<file path="src/rtl/hart_pkg.sv">
// Shared constants, state encoding and helpers for the heart-rate sequencing controller.
package hart_pkg;

  localparam int          DEF_TIMEOUT_TICKS = 200;
  localparam int          DEF_MIN_TICKS     = 20;
  localparam int          DEF_LOCK_BEATS    = 4;
  localparam int          DEF_MAX_RETRY     = 3;
  localparam logic [7:0]  DEF_SNELHEID_INIT = 8'd100;
  localparam logic [7:0]  DEF_SNELHEID_STAP = 8'd10;

  typedef enum logic [2:0] {
    IDLE     = 3'd0,
    ZOEK     = 3'd1,
    METEN    = 3'd2,
    VOLG     = 3'd3,
    VERLOREN = 3'd4
  } state_t;

  // Divider setting may only grow up to its 8-bit ceiling.
  function automatic logic [7:0] sat_add8(input logic [7:0] a, input logic [7:0] b);
    logic [8:0] sum;
    sum = {1'b0, a} + {1'b0, b};
    if (sum[8]) begin
      return 8'hFF;
    end else begin
      return sum[7:0];
    end
  endfunction

endpackage

</file>
<file path="src/rtl/hart_beat_detect.sv">
// Synchronises the raw heartbeat input and turns each rising edge into a registered 1-clk pulse.
module hart_beat_detect (
  input  logic clk,
  input  logic reset,
  input  logic puls,
  output logic beat
);

  logic sync1_r;
  logic sync2_r;
  logic prev_r;
  logic beat_r;

  // Two-flop synchroniser followed by a registered rising-edge detector.
  always_ff @(posedge clk) begin
    if (reset) begin
      sync1_r <= 1'b0;
      sync2_r <= 1'b0;
      prev_r  <= 1'b0;
      beat_r  <= 1'b0;
    end else begin
      sync1_r <= puls;
      sync2_r <= sync1_r;
      prev_r  <= sync2_r;
      beat_r  <= sync2_r & ~prev_r;
    end
  end

  assign beat = beat_r;

endmodule

</file>
<file path="src/rtl/hart_regelaar.sv">
// Heart-rate sequencing controller: beat interval checking, lock acquisition,
// loss handling with meter reset and divider slow-down.
module hart_regelaar
  import hart_pkg::*;
#(
  parameter int         TIMEOUT_TICKS = DEF_TIMEOUT_TICKS,
  parameter int         MIN_TICKS     = DEF_MIN_TICKS,
  parameter int         LOCK_BEATS    = DEF_LOCK_BEATS,
  parameter int         MAX_RETRY     = DEF_MAX_RETRY,
  parameter logic [7:0] SNELHEID_INIT = DEF_SNELHEID_INIT,
  parameter logic [7:0] SNELHEID_STAP = DEF_SNELHEID_STAP
) (
  input  logic       clk,
  input  logic       reset,
  input  logic       enable,
  input  logic       tick,
  input  logic       hartslagIngang,
  input  logic [7:0] meting,
  output logic [7:0] ClockSnelheid,
  output logic       meetReset,
  output logic [7:0] hartslag,
  output logic       geldig,
  output logic       verloren,
  output logic [2:0] toestand
);

  localparam int CNT_W   = $clog2(TIMEOUT_TICKS + 1);
  localparam int BEAT_W  = $clog2(LOCK_BEATS + 1);
  localparam int RETRY_W = $clog2(MAX_RETRY + 1);

  localparam logic [CNT_W-1:0]   CNT_MAX   = CNT_W'(TIMEOUT_TICKS);
  localparam logic [CNT_W-1:0]   CNT_MIN   = CNT_W'(MIN_TICKS);
  localparam logic [BEAT_W-1:0]  BEAT_LOCK = BEAT_W'(LOCK_BEATS);
  localparam logic [RETRY_W-1:0] RETRY_MAX = RETRY_W'(MAX_RETRY);

  state_t               state_r,     state_s;
  logic [CNT_W-1:0]     cnt_r,       cnt_s;
  logic [BEAT_W-1:0]    beatcnt_r,   beatcnt_s;
  logic [RETRY_W-1:0]   retry_r,     retry_s;
  logic [RETRY_W-1:0]   retry_inc_s;
  logic [7:0]           snelheid_r,  snelheid_s;
  logic [7:0]           hartslag_r,  hartslag_s;
  logic                 meetreset_r, meetreset_s;
  logic                 geldig_r,    geldig_s;
  logic                 verloren_r,  verloren_s;

  logic beat_s;
  logic accept_s;
  logic timeout_s;

  hart_beat_detect u_beat (
    .clk   (clk),
    .reset (reset),
    .puls  (hartslagIngang),
    .beat  (beat_s)
  );

  assign accept_s    = beat_s && (cnt_r >= CNT_MIN);
  assign timeout_s   = (cnt_r == CNT_MAX);
  assign retry_inc_s = retry_r + RETRY_W'(1);

  // Next state and next register values; an accepted beat always wins over a timeout.
  always_comb begin
    state_s    = state_r;
    beatcnt_s  = beatcnt_r;
    retry_s    = retry_r;
    snelheid_s = snelheid_r;
    hartslag_s = hartslag_r;
    geldig_s   = geldig_r;
    verloren_s = verloren_r;

    if (!enable) begin
      state_s  = IDLE;
      geldig_s = 1'b0;
    end else begin
      case (state_r)
        IDLE: begin
          state_s = ZOEK;
        end
        ZOEK: begin
          if (beat_s) begin
            state_s   = METEN;
            beatcnt_s = '0;
          end else if (timeout_s) begin
            state_s = VERLOREN;
          end else begin
            state_s = ZOEK;
          end
        end
        METEN: begin
          if (accept_s) begin
            beatcnt_s = beatcnt_r + BEAT_W'(1);
            if (beatcnt_s == BEAT_LOCK) begin
              state_s    = VOLG;
              hartslag_s = meting;
              geldig_s   = 1'b1;
              verloren_s = 1'b0;
              retry_s    = '0;
            end else begin
              state_s = METEN;
            end
          end else if (timeout_s) begin
            state_s = VERLOREN;
          end else begin
            state_s = METEN;
          end
        end
        VOLG: begin
          if (accept_s) begin
            hartslag_s = meting;
          end else if (timeout_s) begin
            state_s = VERLOREN;
          end else begin
            state_s = VOLG;
          end
        end
        VERLOREN: begin
          state_s = ZOEK;
        end
        default: begin
          state_s = IDLE;
        end
      endcase

      // VERLOREN is only ever entered from another state, so this is the entry action.
      if (state_s == VERLOREN) begin
        geldig_s   = 1'b0;
        verloren_s = 1'b1;
        if (retry_inc_s == RETRY_MAX) begin
          retry_s    = '0;
          snelheid_s = sat_add8(snelheid_r, SNELHEID_STAP);
        end else begin
          retry_s = retry_inc_s;
        end
      end else begin
        snelheid_s = snelheid_r;
      end
    end
  end

  // Interval counter: restarts on every state entry and on each accepted beat.
  always_comb begin
    cnt_s = cnt_r;
    if ((state_s != state_r) || accept_s) begin
      cnt_s = '0;
    end else if (tick && (cnt_r != CNT_MAX)) begin
      cnt_s = cnt_r + CNT_W'(1);
    end else begin
      cnt_s = cnt_r;
    end
  end

  assign meetreset_s = (state_s == IDLE) || (state_s == VERLOREN);

  // State, counters and output registers.
  always_ff @(posedge clk) begin
    if (reset) begin
      state_r     <= IDLE;
      cnt_r       <= '0;
      beatcnt_r   <= '0;
      retry_r     <= '0;
      snelheid_r  <= SNELHEID_INIT;
      hartslag_r  <= 8'd0;
      meetreset_r <= 1'b1;
      geldig_r    <= 1'b0;
      verloren_r  <= 1'b0;
    end else begin
      state_r     <= state_s;
      cnt_r       <= cnt_s;
      beatcnt_r   <= beatcnt_s;
      retry_r     <= retry_s;
      snelheid_r  <= snelheid_s;
      hartslag_r  <= hartslag_s;
      meetreset_r <= meetreset_s;
      geldig_r    <= geldig_s;
      verloren_r  <= verloren_s;
    end
  end

  assign ClockSnelheid = snelheid_r;
  assign meetReset     = meetreset_r;
  assign hartslag      = hartslag_r;
  assign geldig        = geldig_r;
  assign verloren      = verloren_r;
  assign toestand      = state_r;

endmodule

</file>
<file path="config.mk">
export PLATFORM = sky130hd
export DESIGN_NAME = hart_regelaar
export DESIGN_NICKNAME = d
export VERILOG_FILES = /design/src/rtl/hart_pkg.sv /design/src/rtl/hart_beat_detect.sv /design/src/rtl/hart_regelaar.sv
export SDC_FILE = /design/constraint.sdc
export NUM_CORES = 1
export LEC_CHECK = 0
export ABC_CLOCK_PERIOD_IN_PS = 2700
export CORE_AREA = 2 2 64 66
export DETAILED_ROUTE_END_ITERATION = 10
export DIE_AREA = 0 0 66 68
export GPL_TIMING_DRIVEN = 0
export PLACE_DENSITY = 0.8
export SYNTH_ARGS = -nofsm -noshare
export SYNTH_HDL_FRONTEND = slang
export SYNTH_HIERARCHICAL = 1
export SYNTH_SLANG_ARGS = --single-unit
</file>
<file path="constraint.sdc">
create_clock -name clk -period 2.7 [get_ports clk]
set_input_delay 0.675 -clock clk [delete_from_list [all_inputs] [get_ports clk]]
set_output_delay 0.675 -clock clk [all_outputs]
set_load 0.02 [all_outputs]
</file>
==> results_dict.tcl, run 1 <==
set metrics [dict create \
    clkSinkCount 39 \
    power_w 0.00123 \
    cap_violations 0 \
    overflow 0 \
    fin_crit_sh 0.915 \
    antenna_found_initial 0 \
    layout.nets 284 \
    required_ns 2.84 \
    fmax_mhz 405 \
    final.fill_count 326 \
    syn_inst 226 \
    r2r-start "cnt_r[3]$_SDFFE_PP0P_" \
    crit_path_end_kind "flop" \
    min_to "u_beat/beat$_SDFF_PP0_" \
    viasPerCell 5.57 \
    die_x_um 66 \
    io_pins 35 \
    critical_path_class "in2reg" \
    h-tree-depth 2 \
    initialDrtViolationCount 151 \
    hold_violations 0 \
    cts_hold_buf 0 \
    worst_pin_slew_ns 0.607 \
    grt_max_degree 14 \
    r2r_slack_ns 0.74 \
    p_leak_nw 0.948 \
    min_path_type "reg2reg" \
    synthArstFlopShare 0 \
    synth_nets 244 \
    maxSlewViolCount 0 \
    place_congestion 0.855 \
    setup_viol 0 \
    crit_arrival_ns 2.61 \
    ys_seq_area_frac 0.387 \
    reg2reg_to "ClockSnelheid[7]$_SDFFE_PP0P_" \
    whs_path_depth 1 \
    crit_path_start_kind "primary input" \
    worstSkewPairLatency_ns 0.29 \
    post_route_cells_drive_above_1_share 0.101 \
    yosys-top-cells-count "39 x dfxtp_1, 27 x nand2_1, 15 x nor2_1, 11 x nor3_1, 10 x mux2i_1" \
    cts-resized-gates 0 \
    ir_drop_mv 0.328 \
    crit_fanout 10 \
    cts-root-buf "clkbuf_8" \
    synthTopCellsByArea "dfxtp_1 39%, nand2_1 5.0%, mux2i_1 5.0%" \
    cts_buffers 5 \
    cts_max_path_buffers 2 \
    yosysUniqueCellTypes 53 \
    post_cts_buffers 0 \
    synth-edff-count 0 \
    dieArea_mm2 0.00449 \
    rows 23 \
    period_needed_ns 2.47 \
    hpwl_mm 3.27 \
    antenna_cells 0 \
    placedCellCount 309 \
    pre_cts_slack_ns -0.108 \
    synth_largest_area_cell "dfxtp_1" \
    yosysWarnings 6 \
    dr.pass1.iters 4 \
    final_cells 317 \
    clk_pin_slew_ns 0.08 \
    postRouteAntennaNets 0 \
    power_density_mw_per_mm2 485 \
    layout_setup_ws_ns 0.230 \
    initial_core_util 0.523 \
    avgSynthCellArea_um2 8.93 \
    rsz0062_at_grt "no" \
    netlist_area_mm2 0.00202 \
    cts_tree "built" \
    synth_ff_type "dfxtp_1" \
    r2r_cells 5 \
    synth-seq-cells 39 \
    avgRoutedWirePerCell_um 14.0 \
    port_buffers 33 \
    drc 0 \
    core_mm2 0.00386 \
    area_growth_pct 26.2 \
    relSlewSlack 0.595 \
    grt_pass1_wl_mm 7.13 \
    yosysMostFrequentCell "dfxtp_1" \
    vias 1765 \
    fin_skew_ns 0.00697 \
    totalWireLength_mm 4.43 \
    hp-start "u_beat/prev_r$_SDFF_PP0_" \
    synth_top_area_frac 0.387 \
    grt_pass1_vias 1565 \
    outcome "finished, final reports clean" \
    grt_util_all_layers 0.205 \
    die-height_um 68 \
]
-- area by class of cell --
cell class	instances	area [um^2]	share of cell area
flip-flops and latches	39	781	0.306
multi-input cells	167	1150	0.453
repair buffers	33	330	0.130
clock buffers	5	68.8	0.0270
plain buffers	11	48.8	0.0192
clock inverters	3	67.6	0.0265
well taps	50	62.6	0.0246
inverters	9	33.8	0.0133
-- where the power goes --
| group | internal (W) | total [W] | switching [W] |
|---|---|---|---|
| sequential | 0.000580 | 0.000583 | 0.00000323 |
| clock | 0.000369 | 0.000581 | 0.000213 |
| combinational | 0.0000327 | 0.0000698 | 0.0000372 |
-- per-stage QoR --
step,utilization,TNS (ns),instance area (um^2),hold slack [ns]
floorplan,-,0,2020,0.387
global placement,0.625,-0.127,2410,0.392
detailed placement,0.625,-0.652,2410,0.415
CTS,0.661,0,2550,0.415
global route,0.661,0,2550,0.453
finish,0.661,0,2550,0.425
-- worst max-delay path by stage --
| stage | from | end | slack, ns | cells past startpoint |
|---|---|---|---|---|
| 2_1_floorplan | enable | ClockSnelheid[7]$_SDFFE_PP0P_ | 0.77 | 5 |
| 3_3_place_gp | reset | ClockSnelheid[2]$_SDFFE_PP1P_ | -0.04 | 6 |
| 3_5_place_dp | reset | ClockSnelheid[2]$_SDFFE_PP1P_ | -0.11 | 6 |
| 4_1_cts | reset | ClockSnelheid[2]$_SDFFE_PP1P_ | 0.22 | 6 |
| 5_1_grt | reset | hartslag[5]$_SDFFE_PP0P_ | 0.10 | 7 |
| 6_report | reset | ClockSnelheid[2]$_SDFFE_PP1P_ | 0.23 | 6 |
-- critical path: stages --
cell             delay [ns]
clkdlybuf4s50_1        0.49
clkbuf_1               0.28
inv_1                  0.18
clkbuf_1               0.36
clkbuf_1               0.44
o21ai_0                0.18
-- layer usage --
metal,track usage,share of wire,vias to the layer above
met3,0.0411,0.038,2
met4,0.0561,0.0045,0
met5,0,0,-
met1,0.279,0.47,818
li1,-,-,911
met2,0.335,0.48,34
-- sequential cells by signal, indices dropped and copies added (netlist names) --
signal          flops
verloren            1
toestand            3
u_beat/sync1_r      1
hartslag            8
meetReset           1
geldig              1
beatcnt_r           3
u_beat/beat         1
u_beat/sync2_r      1
cnt_r               8
ClockSnelheid       8
u_beat/prev_r       1
retry_r             2
-- cells in the final DEF (no fill, tap or decap), drive strengths merged, types with 3 or more instances in the layout --
cell type       n
xor2            6
nand2          27
nor3b           3
dfxtp          39
and3            4
a31oi           6
nor2b           4
mux2i          10
xnor2           3
a21oi           8
buf             5
nor3           11
o21ai           7
nor2           15
o2111ai         4
and3b           3
a211oi          4
inv             9
clkdlybuf4s50  33
nand4           5
a311oi          4
ha              5
clkbuf         11
o21a            3
or3             3
-- cell families after synthesis --
kind of cell    Yosys count  synth area share
fa+ha+maj                 5            0.0310
buf+inv                  20            0.0409
simple gates             94             0.259
xor+xnor                  9            0.0391
mux                      10            0.0496
compound gates           49             0.194
flops                    39             0.387
No activity file was read; power rests on OpenSTA's default activity.
==> inputs of run 2 (changes only) <==
Settings changed: CTS_BUF_LIST set to sky130_fd_sc_hd__clkbuf_16.
==> results_dict.tcl, run 2 (synthesis results as in run 1) <==
set metrics [dict create \
    die_x_um 66 \
    drc 0 \
    ir_drop_mv 0.401 \
    io_pins 35 \
    initial_core_util 0.523 \
    clkSinkCount 39 \
    die-height_um 68 \
    final_common_cell "dfxtp_1" \
    layout_setup_ws_ns 0.165 \
    pre_cts_slack_ns -0.108 \
    grt_pass1_wl_mm 7.26 \
    antenna_found_initial 0 \
    hold_violations 0 \
    initialDrtViolationCount 114 \
    whs_path_depth 1 \
    relSlewSlack 0.583 \
    antenna_cells 0 \
    post_route_cells_drive_above_1_share 0.101 \
    final.fill_count 314 \
    avgRoutedWirePerCell_um 14.6 \
    worst_pin_slew_ns 0.621 \
    r2r_cells 5 \
    port_buffers 33 \
    p_leak_nw 0.973 \
    dieArea_mm2 0.00449 \
    critical_path_class "in2reg" \
    vias 1810 \
    post_cts_buffers 0 \
    stdcell_area_mm2 0.00260 \
    layout_common_cells "39 x dfxtp_1, 33 x clkdlybuf4s50_1, 27 x nand2_1, 15 x nor2_1, 11 x nor3_1" \
    crit_arrival_ns 2.67 \
    outcome "finished, final reports clean" \
    place_area_mm2 0.00241 \
    worstSkewPairLatency_ns 0.28 \
    h-tree-depth 2 \
    crit_path_start_kind "primary input" \
    dr.pass1.iters 7 \
    place_congestion 0.855 \
    seq_area_um2 781 \
    cts-root-buf "clkbuf_16" \
    power_w 0.00142 \
    grt_max_degree 14 \
    layout.nets 284 \
    hpwl_mm 3.27 \
    cts_max_path_buffers 2 \
    maxSlewViolCount 0 \
    fin_crit_sh 0.939 \
    cap_violations 0 \
    clk_pin_slew_ns 0.06 \
    rows 23 \
    grt_pass1_vias 1593 \
    cts_tree "built" \
    min_path_type "reg2reg" \
    overflow 0 \
    crit_fanout 10 \
    fin_skew_ns 0.00588 \
    period_needed_ns 2.53 \
    rsz0062_at_grt "no" \
    viasPerCell 5.71 \
    cts-resized-gates 0 \
    power_density_mw_per_mm2 545 \
    setup_viol 0 \
    grt_util_all_layers 0.213 \
    cts_buffers 5 \
    fmax_mhz 395 \
    crit_path_end_kind "flop" \
    hold_slack_ns 0.414 \
    required_ns 2.83 \
    final_util 0.675 \
    postRouteAntennaNets 0 \
    core_mm2 0.00386 \
    cts_hold_buf 0 \
    multi_input_area_mm2 0.00115 \
    totalWireLength_mm 4.61 \
    area_growth_pct 29.0 \
]
-- run 2: cell count changes in the layout (fill, tap and decap cells not counted) --
| cell | before | now |
|---|---|---|
| clkbuf_16 | 0 | 5 |
| clkbuf_8 | 5 | 0 |
-- run 2: final timing paths --
path | startpoint | end | slack, ns
max | reset | ClockSnelheid[2]$_SDFFE_PP1P_ | 0.17
min | u_beat/prev_r$_SDFF_PP0_ | u_beat/beat$_SDFF_PP0_ | 0.41
max reg2reg | cnt_r[3]$_SDFFE_PP0P_ | ClockSnelheid[7]$_SDFFE_PP0P_ | 0.75
min reg2reg | u_beat/prev_r$_SDFF_PP0_ | u_beat/beat$_SDFF_PP0_ | 0.41
-- run 2: worst max-delay path: stages --
cell             delay [ns]
clkdlybuf4s50_1        0.50
clkbuf_1               0.29
inv_1                  0.18
clkbuf_1               0.38
clkbuf_1               0.45
o21ai_0                0.18
-- run 2: metrics by stage --
stage | cells | TNS (ns)
after floorplan | 226 | 0
after global placement | 309 | -0.127
after detailed placement | 309 | -0.652
after CTS | 317 | 0
after global routing | 317 | 0
final | 317 | 0
-- run 2: power by group --
| group | switching (W) | leakage [nW] | internal, W |
|---|---|---|---|
| Clock | 0.000234 | 0.0900 | 0.000529 |
| Sequential | 0.00000333 | 0.315 | 0.000581 |
| Combinational | 0.0000379 | 0.568 | 0.0000327 |
| Total | 0.000276 | 0.973 | 0.00114 |
-- run 2: final cells by class --
| cell class | instances | share of cell area |
|---|---|---|
| multi-input combinational | 167 | 0.444 |
| sequential | 39 | 0.300 |
| timing repair buffer | 33 | 0.127 |
| clock buffer | 5 | 0.0481 |
| clock inverter | 3 | 0.0259 |
| tap | 50 | 0.0240 |
| buffer | 11 | 0.0187 |
| inverter | 9 | 0.0130 |
-- run 2: per-layer routing --
layer | track usage | part of all wire
met5 | 0 | 0
met4 | 0.0893 | 0.0093
met3 | 0.0444 | 0.039
met2 | 0.351 | 0.49
met1 | 0.271 | 0.46
